## src/rtl/dctlb_req_arb.sv

```systemverilog
// -----------------------------------------------------------------------------
// dctlb_req_arb
//
// Request arbiter in front of the data-TLB lookup pipe. Two core request
// ports and one L1 snoop port compete for a single registered output slot.
// Snoops normally win, but after MAX_SNOOP_RUN consecutive snoop grants while
// a core request was waiting, the next slot goes to a core port. The two core
// ports share their slots round-robin.
//
// Ports
//   clk                      : clock, all state on the rising edge
//   reset                    : asynchronous, active-low reset
//   coretodctlb_req0_valid   : core port 0 request valid
//   coretodctlb_req0_retry   : core port 0 not accepted this cycle
//   coretodctlb_req0         : core port 0 payload [REQ_W]
//   coretodctlb_req1_valid   : core port 1 request valid
//   coretodctlb_req1_retry   : core port 1 not accepted this cycle
//   coretodctlb_req1         : core port 1 payload [REQ_W]
//   l1todctlb_snoop_valid    : snoop valid
//   l1todctlb_snoop_retry    : snoop not accepted this cycle
//   l1todctlb_snoop          : snoop payload [SNP_W], zero-extended on output
//   arbtodctlb_valid         : granted request valid (registered)
//   arbtodctlb_retry         : downstream stall
//   arbtodctlb_data          : granted payload [REQ_W]
//   arbtodctlb_src           : 0 = req0, 1 = req1, 2 = snoop
// -----------------------------------------------------------------------------
module dctlb_req_arb #(
    parameter int REQ_W         = 64,
    parameter int SNP_W         = 48,
    parameter int MAX_SNOOP_RUN = 4
) (
    input  logic             clk,
    input  logic             reset,
    input  logic             coretodctlb_req0_valid,
    output logic             coretodctlb_req0_retry,
    input  logic [REQ_W-1:0] coretodctlb_req0,
    input  logic             coretodctlb_req1_valid,
    output logic             coretodctlb_req1_retry,
    input  logic [REQ_W-1:0] coretodctlb_req1,
    input  logic             l1todctlb_snoop_valid,
    output logic             l1todctlb_snoop_retry,
    input  logic [SNP_W-1:0] l1todctlb_snoop,
    output logic             arbtodctlb_valid,
    input  logic             arbtodctlb_retry,
    output logic [REQ_W-1:0] arbtodctlb_data,
    output logic [1:0]       arbtodctlb_src
);

    localparam int unsigned      CNT_W    = $clog2(MAX_SNOOP_RUN + 1);
    localparam logic [CNT_W-1:0] RUN_MAX  = CNT_W'(MAX_SNOOP_RUN);
    localparam logic [1:0]       SRC_REQ0 = 2'd0;
    localparam logic [1:0]       SRC_REQ1 = 2'd1;
    localparam logic [1:0]       SRC_SNP  = 2'd2;

    // Output register and arbitration state
    logic             out_valid_q,  out_valid_d;
    logic [REQ_W-1:0] data_q,       data_d;
    logic [1:0]       src_q,        src_d;
    logic             rr_ptr_q,     rr_ptr_d;      // 0: req0 preferred, 1: req1
    logic [CNT_W-1:0] starve_cnt_q, starve_cnt_d;  // snoop wins while a core waits

    logic load;
    logic any_core;
    logic snp_allowed;
    logic pick_snp, pick_req0, pick_req1, pick_any;

    // The slot can accept a new entry when empty or when it drains this cycle.
    assign load     = !out_valid_q || !arbtodctlb_retry;
    assign any_core = coretodctlb_req0_valid || coretodctlb_req1_valid;

    // A snoop may go ahead of waiting core requests only a limited number of
    // times in a row; with no core request pending it is never held back.
    assign snp_allowed = (starve_cnt_q < RUN_MAX) || !any_core;

    // Candidate selection; it only takes effect when load is high. Only
    // valid bits and state feed this, never payloads, so the retries stay
    // independent of the data path.
    always_comb begin
        pick_snp  = 1'b0;
        pick_req0 = 1'b0;
        pick_req1 = 1'b0;
        if (l1todctlb_snoop_valid && snp_allowed) begin
            pick_snp = 1'b1;
        end else if (!rr_ptr_q) begin
            if (coretodctlb_req0_valid) begin
                pick_req0 = 1'b1;
            end else if (coretodctlb_req1_valid) begin
                pick_req1 = 1'b1;
            end
        end else begin
            if (coretodctlb_req1_valid) begin
                pick_req1 = 1'b1;
            end else if (coretodctlb_req0_valid) begin
                pick_req0 = 1'b1;
            end
        end
    end

    assign pick_any = pick_snp || pick_req0 || pick_req1;

    // Reset is folded in so every producer is pushed back while the block is
    // held in reset, independent of the flop contents.
    assign coretodctlb_req0_retry = !(reset && load && pick_req0);
    assign coretodctlb_req1_retry = !(reset && load && pick_req1);
    assign l1todctlb_snoop_retry  = !(reset && load && pick_snp);

    always_comb begin
        out_valid_d  = out_valid_q;
        data_d       = data_q;
        src_d        = src_q;
        rr_ptr_d     = rr_ptr_q;
        starve_cnt_d = starve_cnt_q;
        if (load) begin
            // With nothing to grant the slot empties but data/src keep their
            // last values, which avoids toggling the wide data bus.
            out_valid_d = pick_any;
            if (pick_snp) begin
                data_d = REQ_W'(l1todctlb_snoop);
                src_d  = SRC_SNP;
                if (any_core) begin
                    if (starve_cnt_q != RUN_MAX) begin
                        starve_cnt_d = starve_cnt_q + 1'b1;
                    end
                end else begin
                    starve_cnt_d = '0;
                end
            end else if (pick_req0) begin
                data_d       = coretodctlb_req0;
                src_d        = SRC_REQ0;
                rr_ptr_d     = 1'b1;
                starve_cnt_d = '0;
            end else if (pick_req1) begin
                data_d       = coretodctlb_req1;
                src_d        = SRC_REQ1;
                rr_ptr_d     = 1'b0;
                starve_cnt_d = '0;
            end
        end
    end

    always_ff @(posedge clk or negedge reset) begin
        if (!reset) begin
            out_valid_q  <= 1'b0;
            data_q       <= '0;
            src_q        <= SRC_REQ0;
            rr_ptr_q     <= 1'b0;
            starve_cnt_q <= '0;
        end else begin
            out_valid_q  <= out_valid_d;
            data_q       <= data_d;
            src_q        <= src_d;
            rr_ptr_q     <= rr_ptr_d;
            starve_cnt_q <= starve_cnt_d;
        end
    end

    assign arbtodctlb_valid = out_valid_q;
    assign arbtodctlb_data  = data_q;
    assign arbtodctlb_src   = src_q;

endmodule

```

## config.mk

```make
export PLATFORM = sky130hd
export DESIGN_NAME = dctlb_req_arb
export DESIGN_NICKNAME = d
export VERILOG_FILES = /design/src/rtl/dctlb_req_arb.sv
export SDC_FILE = /design/constraint.sdc
export NUM_CORES = 1
export LEC_CHECK = 0
export ABC_AREA = 1
export BUFFER_PORTS_ARGS = -buffer_cell sky130_fd_sc_hd__buf_4
export CORE_ASPECT_RATIO = 0.7
export CORE_MARGIN = 2
export CORE_UTILIZATION = 44
export CTS_BUF_LIST = sky130_fd_sc_hd__clkbuf_16
export CTS_CLUSTER_SIZE = 12
export DETAILED_ROUTE_END_ITERATION = 6
export PLACE_DENSITY_LB_ADDON = 0.12
export SLEW_MARGIN = 20
export SYNTH_ARGS = -nofsm -noshare
export SYNTH_HDL_FRONTEND = slang
export SYNTH_SLANG_ARGS = --single-unit
```

## constraint.sdc

```tcl
create_clock -name clk -period 1.62 [get_ports clk]
set_input_delay 0.324 -clock clk [delete_from_list [all_inputs] [get_ports clk]]
set_output_delay 0.324 -clock clk [all_outputs]
set_load 0.05 [all_outputs]
```

# --- Word level (Yosys, flattened, before mapping) ---
# Cells that the tools add are included.
totals:
  ff_bits: 71
  wordCells: 53
  input_bits: 182
  out_inout_bits: 70
classes:
  addsub: 1
  n_eq_ne: 2
  magnitude_cmp: 1
  bitwise: 1
  n_mux: 22
  n_reduce_logical: 21
op_table:
  columns: ["operator", "count"]
  rows:
  - ["$mux 64", 3]
  - ["$mux 3", 5]
  - ["$mux 1", 11]
  - ["$logic_not 1->1", 6]
  - ["$mux 2", 3]
  - ["$reduce_and 3->1", 2]
  - ["$logic_and 1x1->1", 5]
  - ["$logic_or 1x1->1", 5]
  - ["$add 3x1->3 const B", 1]
  - ["$lt 3x3->1 const B", 1]
  - ["$ne 3x2->1 const B", 1]
  - ["$ne 3x3->1 const B", 1]
  - ["$reduce_bool 3->1", 1]
  - ["$reduce_and 2->1", 1]
  - ["$reduce_bool 2->1", 1]
  - ["$not 1->1", 1]

# --- Longest topological paths before layout ---
# Gate-level depths: netlist of the first run.
depth:
  word_depth: 8
  depth_mapped: 8
  ltp_nobuf: 7

# --- Worst setup path before layout of the first run ---
# Ideal clock, no wire load.
synth_path:
  path_type: "register to output"
  from: "reg out_valid_q, in the netlist arbtodctlb_valid"
  to: "out coretodctlb_req1_retry"
  t_required_ns: 1.296
  slack_ns: -0.066
  arrival_time_ns: 1.362
  stages_incl_launch_ff: 5
  path_buffers: 0
  path_cell_list: "dfrtp_1 -> nand2_1 -> inv_1 -> nor2_1 -> nand3_1"
synth_between:
  elab_chain_cells: 5
synth_lines:
  columns: ["item", "line_no", "source"]
  rows:
  - ["from (decl)", "56", "logic out_valid_q, out_valid_d;"]
  - ["from (signal assigned)", "149", "out_valid_q <= out_valid_d;"]
  - ["$logic_not 1->1", "68", "assign load = !out_valid_q || !arbtodctlb_retry;"]
  - ["$logic_or 1x1->1", "68", null]
  - ["$logic_and 1x1->1 (2 in series)", "104", "assign coretodctlb_req1_retry = !(reset && load && pick_req1);"]
  - ["$logic_not 1->1", "104", null]
  - ["to (decl)", "38", "output logic coretodctlb_req1_retry,"]
# No other way between the ends.

# --- Worst setup path in the final report of the first run ---
layout_path:
  from: "reg rr_ptr_q"
  to: "out coretodctlb_req0_retry"
layout_between:
  elab_chain_cells: 4
layout_lines:
  columns: ["item", "line_no", "source"]
  rows:
  - ["from (decl)", "59", "logic rr_ptr_q, rr_ptr_d;"]
  - ["from (signal assigned)", "152", "rr_ptr_q <= rr_ptr_d;"]
  - ["$mux 1", "84", "end else if (!rr_ptr_q) begin"]
  - ["$mux 1", "82", "if (l1todctlb_snoop_valid && snp_allowed) begin"]
  - ["$logic_and 1x1->1", "103", "assign coretodctlb_req0_retry = !(reset && load && pick_req0);"]
  - ["$logic_not 1->1", "103", null]
  - ["to (decl)", "35", "output logic coretodctlb_req0_retry,"]
# No other way between the ends.

==> out/metrics.yaml, run 1 <==
synth-seq-area-share_pct: 43.60
vias: 4895
r2r.worst_path.cells: 8
path_cells: "nand2_2 -> nand2_4 -> inv_4 -> nand3_4 -> inv_2 -> nand2_2 -> buf_6"
dieArea_um2: 10060
wl_met3_mm: 1.114
crit_top_cell: "nand2_2"
cts_sinks: 71
highest_layer: "met4"
crit_fanout: 3
core-area_um2: 9035
hold_class: "input port to register"
path_clk_slew_ns: 0.06
min_path_cells: 3
syn_nets: 790
peakVddDrop_mv: 0.6618
first_iter_violations: 259
cts_buffers: 9
endpoint_kind: "output pin"
synth.distinct_cells: 20
cp_top_family: "flip-flops"
firstDrtPassIters: 5
layoutNonFillerInstCount: 985
die_x_um: 119.0
syn_inst: 606
drv_slew: 0
synthesis.area_um2: 4075
min_period_over_period_pct: 99.48
status: "completed"
routed_via_density: 4.970
arrival_ns: 1.29
fmax_ghz: 0.6205
grt.total_usage_pct: 27.09
r2r-end: "arbtodctlb_data[53]$_DFFE_PN0P_"
p_per_area_nw_per_um2: 1082
clk_latency_ns: 0.32
wl_per_cell_um: 13.89
num_io_pins: 252
gr-total-overflow: 0
ant_nets: 0
area_growth_pct: 59.66
hpwl_mm: 10.19
postCtsHoldBufs: 0
wirelength_mm: 13.69
wl_met2_mm: 6.826
hold_end: "arbtodctlb_data[57]$_DFFE_PN0P_"
slowest_stage: "dfrtp_1"
row_count: 29
rrSetupSlack_ns: 0.15
synth_seq_cells: 71
leakage_uw: 0.003535
fin_ws_ns: 0.008408
dp.cells: 964
cts_tree: "done"
yosysWarnings: 0
critical_path_required_ns: 1.30
finalCriticalPeriod_ns: 1.612
worst-slew-pin-transition_ns: 0.8884
maxCapViolations: 0
r2r-start: "rr_ptr_q$_DFFE_PN0P_"
final-hold-violation-count: 0
grt_pass1_wl_mm: 22.05
startpoint_type: "register"
start_util_pct: 45.10
rsz0062_at_grt: "yes"
critPathBufInv: 3
clock_path_buffers: 2
cts_root_buffer: "clkbuf_16"
dpl_worst_slack_ns: 0.03194
drt-met1-wl_mm: 5.502
port-buffer-count: 251
drcViolationCount: 0
diodes: 0
syn-mean-instance-area_um2: 6.725
slew_headroom_pct: 40.77
antenna_found_initial: 0
place_congestion: 0.8052
clock_skew_ns: 0.01003
cts_htree_levels: 3
die_h_um: 84.52
hp-start: "coretodctlb_req1[57]"
grt_max_degree: 72
layout-drive-gt1-share_pct: 35.77
fin_nets: 1040
cp_slowest_stage_delay_ns: 0.40
grt_pass1_vias: 4659
crit_type: "register to output pin"
setup_viol: 0
## worst max-delay path by stage
stage	startpoint	end	slack [ns]	depth (start not counted)
5_1_grt	rr_ptr_q$_DFFE_PN0P_	coretodctlb_req0_retry	-0.05	7
3_3_place_gp	coretodctlb_req1_valid	coretodctlb_req0_retry	0.13	7
4_1_cts	rr_ptr_q$_DFFE_PN0P_	coretodctlb_req0_retry	0.003	7
2_1_floorplan	arbtodctlb_valid$_DFFE_PN0N_	coretodctlb_req0_retry	-0.01	4
6_report	rr_ptr_q$_DFFE_PN0P_	coretodctlb_req0_retry	0.008	7
3_5_place_dp	coretodctlb_req1_valid	arbtodctlb_data[54]$_DFFE_PN0P_	0.03	9
## placed cells by master, fill, tap and decap left out
cell        synthesis  layout
buf_6               0       4
nand3_4             0       1
nand2_4             1       3
nor2_1            158     156
nor3b_1             1       1
dfrtp_1            71      71
nand2_2             3       5
bufinv_16           0       1
buf_12              0       4
o21ai_0             1       1
nand3_1            41      40
ha_1                2       2
nor2_4              0       1
clkinv_1            0       3
clkbuf_16           0       9
inv_4               0       1
nand4_1            24      24
inv_2               4       4
o21ai_1            19      19
a21oi_1            40      40
nand3_2             1       1
clkinvlp_4          0       3
buf_4               8     268
nand2_1           175     171
inv_1              26      25
nor2_2              2       3
## synthesized netlist by cell type
master    count  area, µm²
nand2_1     175      656.9
nor2_1      158      593.1
dfrtp_1      71       1777
nand3_1      41      205.2
a21oi_1      40      200.2
inv_1        26      97.59
nand4_1      24      150.1
buf_2        21      105.1
o21ai_1      19      95.09
buf_4         8      60.06
clkbuf_1      6      22.52
inv_2         4      15.01
nand2_2       3      18.77
buf_1         2      7.510
ha_1          2      25.02
nor2_2        2      12.51
nand2_4       1      11.26
nand3_2       1      10.01
nor3b_1       1      7.510
o21ai_0       1      5.000
## through the flow
stage / hold slack, ns / power, µW / TNS (ns) / cell area, µm² / util (%)
2_1_floorplan: 0.02841 / 3998 / -0.01938 / 4080 / -
3_3_place_gp: 0.4664 / 5064 / 0 / 6127 / 67.82
3_5_place_dp: 0.4733 / 5123 / 0 / 6127 / 67.82
4_1_cts: 0.1964 / 7068 / 0 / 6471 / 71.62
5_1_grt: 0.2074 / 7369 / -0.1140 / 6506 / 72.01
6_report: 0.2048 / 7037 / 0 / 6506 / 72.01
## tightest hold or removal path: cells and delay by family
family | cells | cell delay (ns)
and+or+nand+nor | 2 | 0.09
buffers and inverters | 1 | 0.08
## cell type report
| class | instances | area (µm²) |
|---|---|---|
| fill | 743 | 2529 |
| timing repair buffer | 276 | 2137 |
| multi-input combinational | 468 | 2033 |
| sequential | 71 | 1777 |
| clock buffer | 9 | 225.2 |
| tap | 124 | 155.1 |
| inverter | 30 | 115.1 |
| clock inverter | 7 | 63.81 |
## cells by family (layout without fill, tap and decap cells)
logic type               count (synthesis)  after routing  share of synthesized area, %
AND/OR/NAND/NOR                        406            406                         40.87
flip-flops                              71             71                         43.60
buffers and inverters                   67            322                         7.553
AO/OA/AOI/OAI                           60             60                         7.369
adder cells (fa/ha/maj)                  2              2                        0.6140
## layer usage
layer | track usage, % | vias to the layer above
li1 | - | 2419
met1 | 33.16 | 2255
met2 | 47.81 | 199
met3 | 6.522 | 22
met4 | 7.900 | 0
met5 | 0 | -
## sequential cells by signal (all words and copies together), names as in the netlist
name / flops
arbtodctlb_data: 64
starve_cnt_q: 3
arbtodctlb_src: 2
arbtodctlb_valid: 1
rr_ptr_q: 1
## timing repair
item | CTS | global route
gates resized for setup | 9 | 6
buffers inserted | 3 | 2
setup endpoints to repair | 3 | 6
pin swaps | 2 | 2
## power breakdown
group / total, µW / switching, µW / internal, µW
Clock: 1910 / 733 / 1180
Combinational: 2890 / 1880 / 1010
Sequential: 2240 / 174 / 2070
Note: power is estimated with default switching activity, not from simulation.
==> inputs of run 2 (changes only) <==
- ABC_AREA: 1 -> not set
- CTS_BUF_LIST: sky130_fd_sc_hd__clkbuf_16 -> not set
- CTS_CLUSTER_DIAMETER: not set -> 40
==> run 2 against run 1 <==
Compared with the run above: the flow now finishes with violations (setup timing); clock skew is 0.0016 ns lower; hold slack worse by 0.095 ns; sequential share of layout area is 0.78 points lower; area after synthesis is 3.8% higher; register-to-register slack worse by 0.09 ns; fmax is 2.8% lower; sequential power hardly changed; critical path type unchanged; critical endpoint unchanged; largest power group unchanged; highest routed layer unchanged.
==> out/metrics.yaml, run 2 <==
status: "finished with violations"
violations: "setup timing"
wirelength_mm: 15.73
wl_per_cell_um: 18.90
fmax_ghz: 0.6029
yosysWarnings: 0
power_uw: 6977
grt_max_degree: 58
fin_nets: 887
synth_common_cells: "dfrtp_1, nand4_1, a31oi_1"
final_common_cell: "buf_4"
gr-total-overflow: 0
leakage_uw: 0.002965
hold-worst-slack_ns: 0.1097
place_congestion: 0.8314
synth-seq-area-share_pct: 42.01
die_h_um: 86.03
num_io_pins: 252
port-buffer-count: 251
p_per_area_nw_per_um2: 1041
slowest_stage: "dfrtp_1"
fin_ws_ns: -0.03874
synthesis.area_um2: 4229
finalCriticalPeriod_ns: 1.659
hpwl_mm: 11.11
clock_path_buffers: 2
area_growth_pct: 58.46
hold_class: "input port to async pin"
ant_nets: 0
grt.total_usage_pct: 29.42
arrival_ns: 1.33
synth.area.top_cells: "dfrtp_1, a32oi_1, nand4_1"
cp_slowest_stage_delay_ns: 0.41
antenna_found_initial: 0
final_cell_mix: "buf_4, dfrtp_1, nand4_1"
async_flop_share_pct: 100.0
drcViolationCount: 0
syn_nets: 656
die_x_um: 121.2
startpoint_type: "register"
synth_top_area_share_pct: 42.01
grt_pass1_wl_mm: 24.56
synth_seq_cells: 71
largest_reg_flops: 64
rsz0062_at_grt: "yes"
synth_ff_type: "dfrtp_1"
synth_top_cell_by_area: "dfrtp_1"
min_period_over_period_pct: 102.4
routed_via_density: 6.082
drv_slew: 0
cts_tree: "done"
dp.cells: 806
start_util_pct: 45.89
critPathBufInv: 2
syn-mean-instance-area_um2: 8.960
syn_inst: 472
clk_latency_ns: 0.32
synth.distinct_cells: 26
crit_fanout: 3
diodes: 0
endpoint_kind: "output pin"
core-area_um2: 9216
critical_path_required_ns: 1.30
row_count: 29
path_cells: "buf_4 -> a21boi_4 -> nand4_1 -> buf_6"
cp_top_family: "flip-flops"
worst-slew-pin-transition_ns: 0.4664
peakVddDrop_mv: 0.5655
cts_htree_levels: 3
dieArea_um2: 10420
cts_sinks: 71
clock_skew_ns: 0.008423
layoutNonFillerInstCount: 832
maxCapViolations: 0
synth_most_common_cell: "dfrtp_1"
cts_buffers: 9
layout-drive-gt1-share_pct: 44.49
firstDrtPassIters: 5
utilization_pct: 72.71
first_iter_violations: 408
vias: 5060
setup_viol: 2
grt_pass1_vias: 4916
crit_type: "register to output pin"
slew_headroom_pct: 68.91
path_clk_slew_ns: 0.05
cts_root_buffer: "clkbuf_16"
final-hold-violation-count: 0
synth-edff-count: 0
-- run 2: cell types whose count changed in the layout (fill, tap and decap cells not counted), sizes merged, moves of 12 or more --
cell and change:
and2 +49, nand3 -26, a31oi +66, nand4 +43, inv -28, a32oi +48, a21oi +25, nand2 -177
buf +12, o21ai -19, nor2 -160
-- run 2: metrics by stage --
stage / worst slack (ns) / TNS, ns / cell area, µm²
floorplan: -0.08064 / -0.2309 / 4269
global placement: 0.04116 / 0 / 6310
detailed placement: -0.03624 / -0.1061 / 6310
CTS: -0.06510 / -0.06510 / 6683
global route: -0.08185 / -0.1478 / 6701
finish: -0.03874 / -0.07691 / 6701
-- run 2: power breakdown --
| group | switching, µW | total [µW] | internal (µW) |
|---|---|---|---|
| sequential | 173 | 2220 | 2040 |
| combinational | 1770 | 2820 | 1050 |
| clock | 711 | 1940 | 1230 |
| total | 2650 | 6980 | 4320 |
-- run 2: worst register-to-register path: stages (launching register included) --
cell and delay [ns]:
dfrtp_1 0.41, buf_4 0.16, a21boi_4 0.14, buf_4 0.15, buf_12 0.22, a32oi_1 0.20, a31oi_1 0.20
-- run 2: per-layer routing --
| metal | wire (µm) | up-vias | GRT usage [%] |
|---|---|---|---|
| met4 | 384 | 0 | 8.882 |
| met3 | 1444 | 35 | 7.846 |
| met5 | 0 | - | 0 |
| met1 | 6210 | 2410 | 36.76 |
| met2 | 7688 | 280 | 50.26 |
| li1 | - | 2335 | - |
-- run 2: what timing repair did --
item | in CTS | in global routing
hold buffers | 1 | 0
pin swaps | 2 | 1
gates resized for setup | 4 | 1
setup endpoints to repair | 3 | 2
endpoints found under the hold margin | 1 | 0
buffers inserted | 7 | 2
-- run 2: cell type report --
class / count / area [µm²]
clock inverter: 4 / 45.04
fill: 724 / 2515
clock buffer: 12 / 246.5
tap: 124 / 155.1
timing repair buffer: 289 / 2292
inverter: 2 / 7.507
multi-input combinational: 330 / 2177
sequential: 71 / 1778
-- run 2: logic make-up (layout without fill, tap and decap cells) --
group | Yosys count | after routing | synth area share (%)
AND/OR/NAND/NOR | 141 | 141 | 20.39
AO/OA/AOI/OAI | 185 | 185 | 28.49
adder cells (fa/ha/maj) | 2 | 2 | 0.5916
buffers and inverters | 71 | 307 | 7.988
flip-flops | 71 | 71 | 42.01
multiplexers | 2 | 2 | 0.5325
-- run 2: worst paths after layout --
kind	startpoint	to	slack, ns	cells past startpoint
worst max-delay path	rr_ptr_q$_DFFE_PN0P_	coretodctlb_req0_retry	-0.04	4
worst min-delay path	reset	starve_cnt_q[0]$_DFFE_PN0P_	0.11	2
worst max register to register	rr_ptr_q$_DFFE_PN0P_	arbtodctlb_data[30]$_DFFE_PN0P_	0.06	6
worst min register to register	arbtodctlb_data[2]$_DFFE_PN0P_	arbtodctlb_data[2]$_DFFE_PN0P_	0.55	2
max in group asynchronous	reset	rr_ptr_q$_DFFE_PN0P_	1.15	2
min in group clk	coretodctlb_req1[6]	arbtodctlb_data[6]$_DFFE_PN0P_	0.27	3
==> inputs of run 3 (changes only) <==
- CORE_UTILIZATION: 44 -> 45
- CTS_BUF_LIST: not set -> sky130_fd_sc_hd__clkbuf_8
==> run 3 against run 2 <==
Compared with the run above: the run still ends with setup timing left; clock skew down 0.0012 ns; critical endpoint is now coretodctlb_req1_retry; critical path type unchanged; final cell count up 0.36%; clock power down 15%; wire length down 1.7%; sequential share of layout area up 0.15 points; sequential power about the same; hold slack worse by 0.095 ns; register-to-register slack better by 0.03 ns; largest cell class unchanged.
==> out/metrics.yaml, run 3 (synthesis results as in run 2) <==
cts_buffers: 9
layout-drive-gt1-share_pct: 45.01
min_period_over_period_pct: 105.2
drv_slew: 0
clk_latency_ns: 0.34
path_clk_slew_ns: 0.08
netSwitchingFraction_pct: 39.47
violations: "setup timing"
vias: 5097
first_iter_violations: 691
cts_root_buffer: "clkbuf_8"
crit_type: "register to output pin"
die_x_um: 119.9
ant_nets: 0
start_util_pct: 46.43
largest_reg_flops: 64
rsz0062_at_grt: "yes"
r2r.worst_path.cells: 5
final_common_cell: "buf_4"
cp_slowest_stage_delay_ns: 0.42
dp.cells: 809
cp.depth: 4
critical_path_required_ns: 1.30
status: "finished with violations"
critPathBufInv: 1
crit_path_end: "coretodctlb_req1_retry"
firstDrtPassIters: 5
grt_max_degree: 80
hold_class: "input port to async pin"
place_congestion: 0.8676
worstSetupStartpoint: "rr_ptr_q$_DFFE_PN0P_"
wirelength_mm: 15.47
drcViolationCount: 0
leakage_uw: 0.002948
slew_headroom_pct: 67.12
grt.total_usage_pct: 29.49
path_cells: "nand2b_4 -> and3_4 -> nand4_1 -> buf_6"
wl_per_cell_um: 18.52
rrSetupSlack_ns: 0.09
clock_skew_ns: 0.007188
port-buffer-count: 251
r2r-end: "arbtodctlb_data[41]$_DFFE_PN0P_"
p_per_area_nw_per_um2: 1001
startpoint_type: "register"
gr-total-overflow: 0
final-hold-violation-count: 0
maxCapViolations: 0
fin_nets: 890
power_uw: 6670
endpoint_kind: "output pin"
grt_pass1_vias: 4766
setup_viol: 2
hold-worst-slack_ns: 0.01487
cts_htree_levels: 3
p_sw_uw: 2633
grt_pass1_wl_mm: 23.91
power_frac_clock_pct: 24.7
dieArea_um2: 10200
r2r-start: "rr_ptr_q$_DFFE_PN0P_"
finalCriticalPeriod_ns: 1.704
slowest_stage: "dfrtp_1"
cts_tree: "done"
crit_fanout: 3
layoutNonFillerInstCount: 835
cp_top_family: "simple AND/OR/NAND/NOR gates"
fin_ws_ns: -0.08398
seq_power_share_pct: 33.2
die_h_um: 85.11
core-area_um2: 9107
final_cell_mix: "buf_4, dfrtp_1, nand4_1"
area_growth_pct: 57.57
num_io_pins: 252
routed_via_density: 6.104
diodes: 0
clock_path_buffers: 2
worst-slew-pin-transition_ns: 0.4932
fmax_ghz: 0.5869
combPwrFrac_pct: 42.1
utilization_pct: 73.17
intPower_uw: 4037
antenna_found_initial: 0
peakVddDrop_mv: 0.5918
row_count: 29
hpwl_mm: 10.76
cts_sinks: 71
arrival_ns: 1.38
-- run 3: changes by cell type in the layout (fill, tap and decap cells not counted), moves of 2 or more --
cell / before / now
buf_4: 277 / 281
clkbuf_16: 9 / 0
clkbuf_1: 2 / 0
clkinvlp_4: 0 / 2
clkinv_2: 3 / 1
clkbuf_8: 1 / 11
buf_12: 9 / 6
-- run 3: power by group through the flow --
stage          Clock, µW  Sequential, µW  Combinational (µW)
4_1_cts             1670            2210                2790
3_3_place_gp           0            2230                2700
2_1_floorplan          0            3100                 783
6_report            1640            2210                2810
5_1_grt             1750            2240                2960
3_5_place_dp           0            2240                2730
-- run 3: final cells by class --
type | count | area, µm²
timing repair buffer | 292 | 2306
clock inverter | 5 | 80.08
sequential | 71 | 1778
multi-input combinational | 330 | 2186
clock buffer | 11 | 151.4
fill | 692 | 2444
inverter | 2 | 7.507
tap | 124 | 155.1
-- run 3: layer usage --
metal | routed length [µm] | up-vias | share of wire, % | global-route usage, %
met5 | 0 | - | 0 | 0
met4 | 246 | 0 | 1.6 | 8.021
met3 | 1535 | 27 | 9.9 | 7.258
met2 | 7713 | 317 | 50 | 50.39
met1 | 5972 | 2411 | 39 | 37.71
li1 | - | 2342 | - | -
-- run 3: what timing repair did --
item / CTS / global route
resized for setup: 5 / 2
hold buffers: 1 / 0
gates cloned: 1 / 0
pin swaps: 1 / 0
buffers inserted: 4 / 4
hold endpoints to repair: 16 / 0
setup endpoints to repair: 3 / 6
-- run 3: worst min-delay path by stage --
stage                from                               to  cells past startpoint
CTS                 reset  arbtodctlb_data[19]$_DFFE_PN0P_                      2
floorplan           reset   arbtodctlb_data[0]$_DFFE_PN0P_                      0
global placement    reset    arbtodctlb_src[0]$_DFFE_PN0P_                      2
detailed placement  reset    arbtodctlb_src[0]$_DFFE_PN0P_                      2
global route        reset  arbtodctlb_data[19]$_DFFE_PN0P_                      2
finish              reset      starve_cnt_q[0]$_DFFE_PN0P_                      2
-- run 3: per-stage QoR --
step	instance area [µm²]	worst slack [ns]	TNS (ns)
CTS	6621	-0.09355	-0.1688
finish	6664	-0.08398	-0.1267
global route	6664	-0.1500	-0.2660
detailed placement	6295	-0.02014	-0.09741
floorplan	4269	-0.08064	-0.2309
global placement	6295	0.02364	0
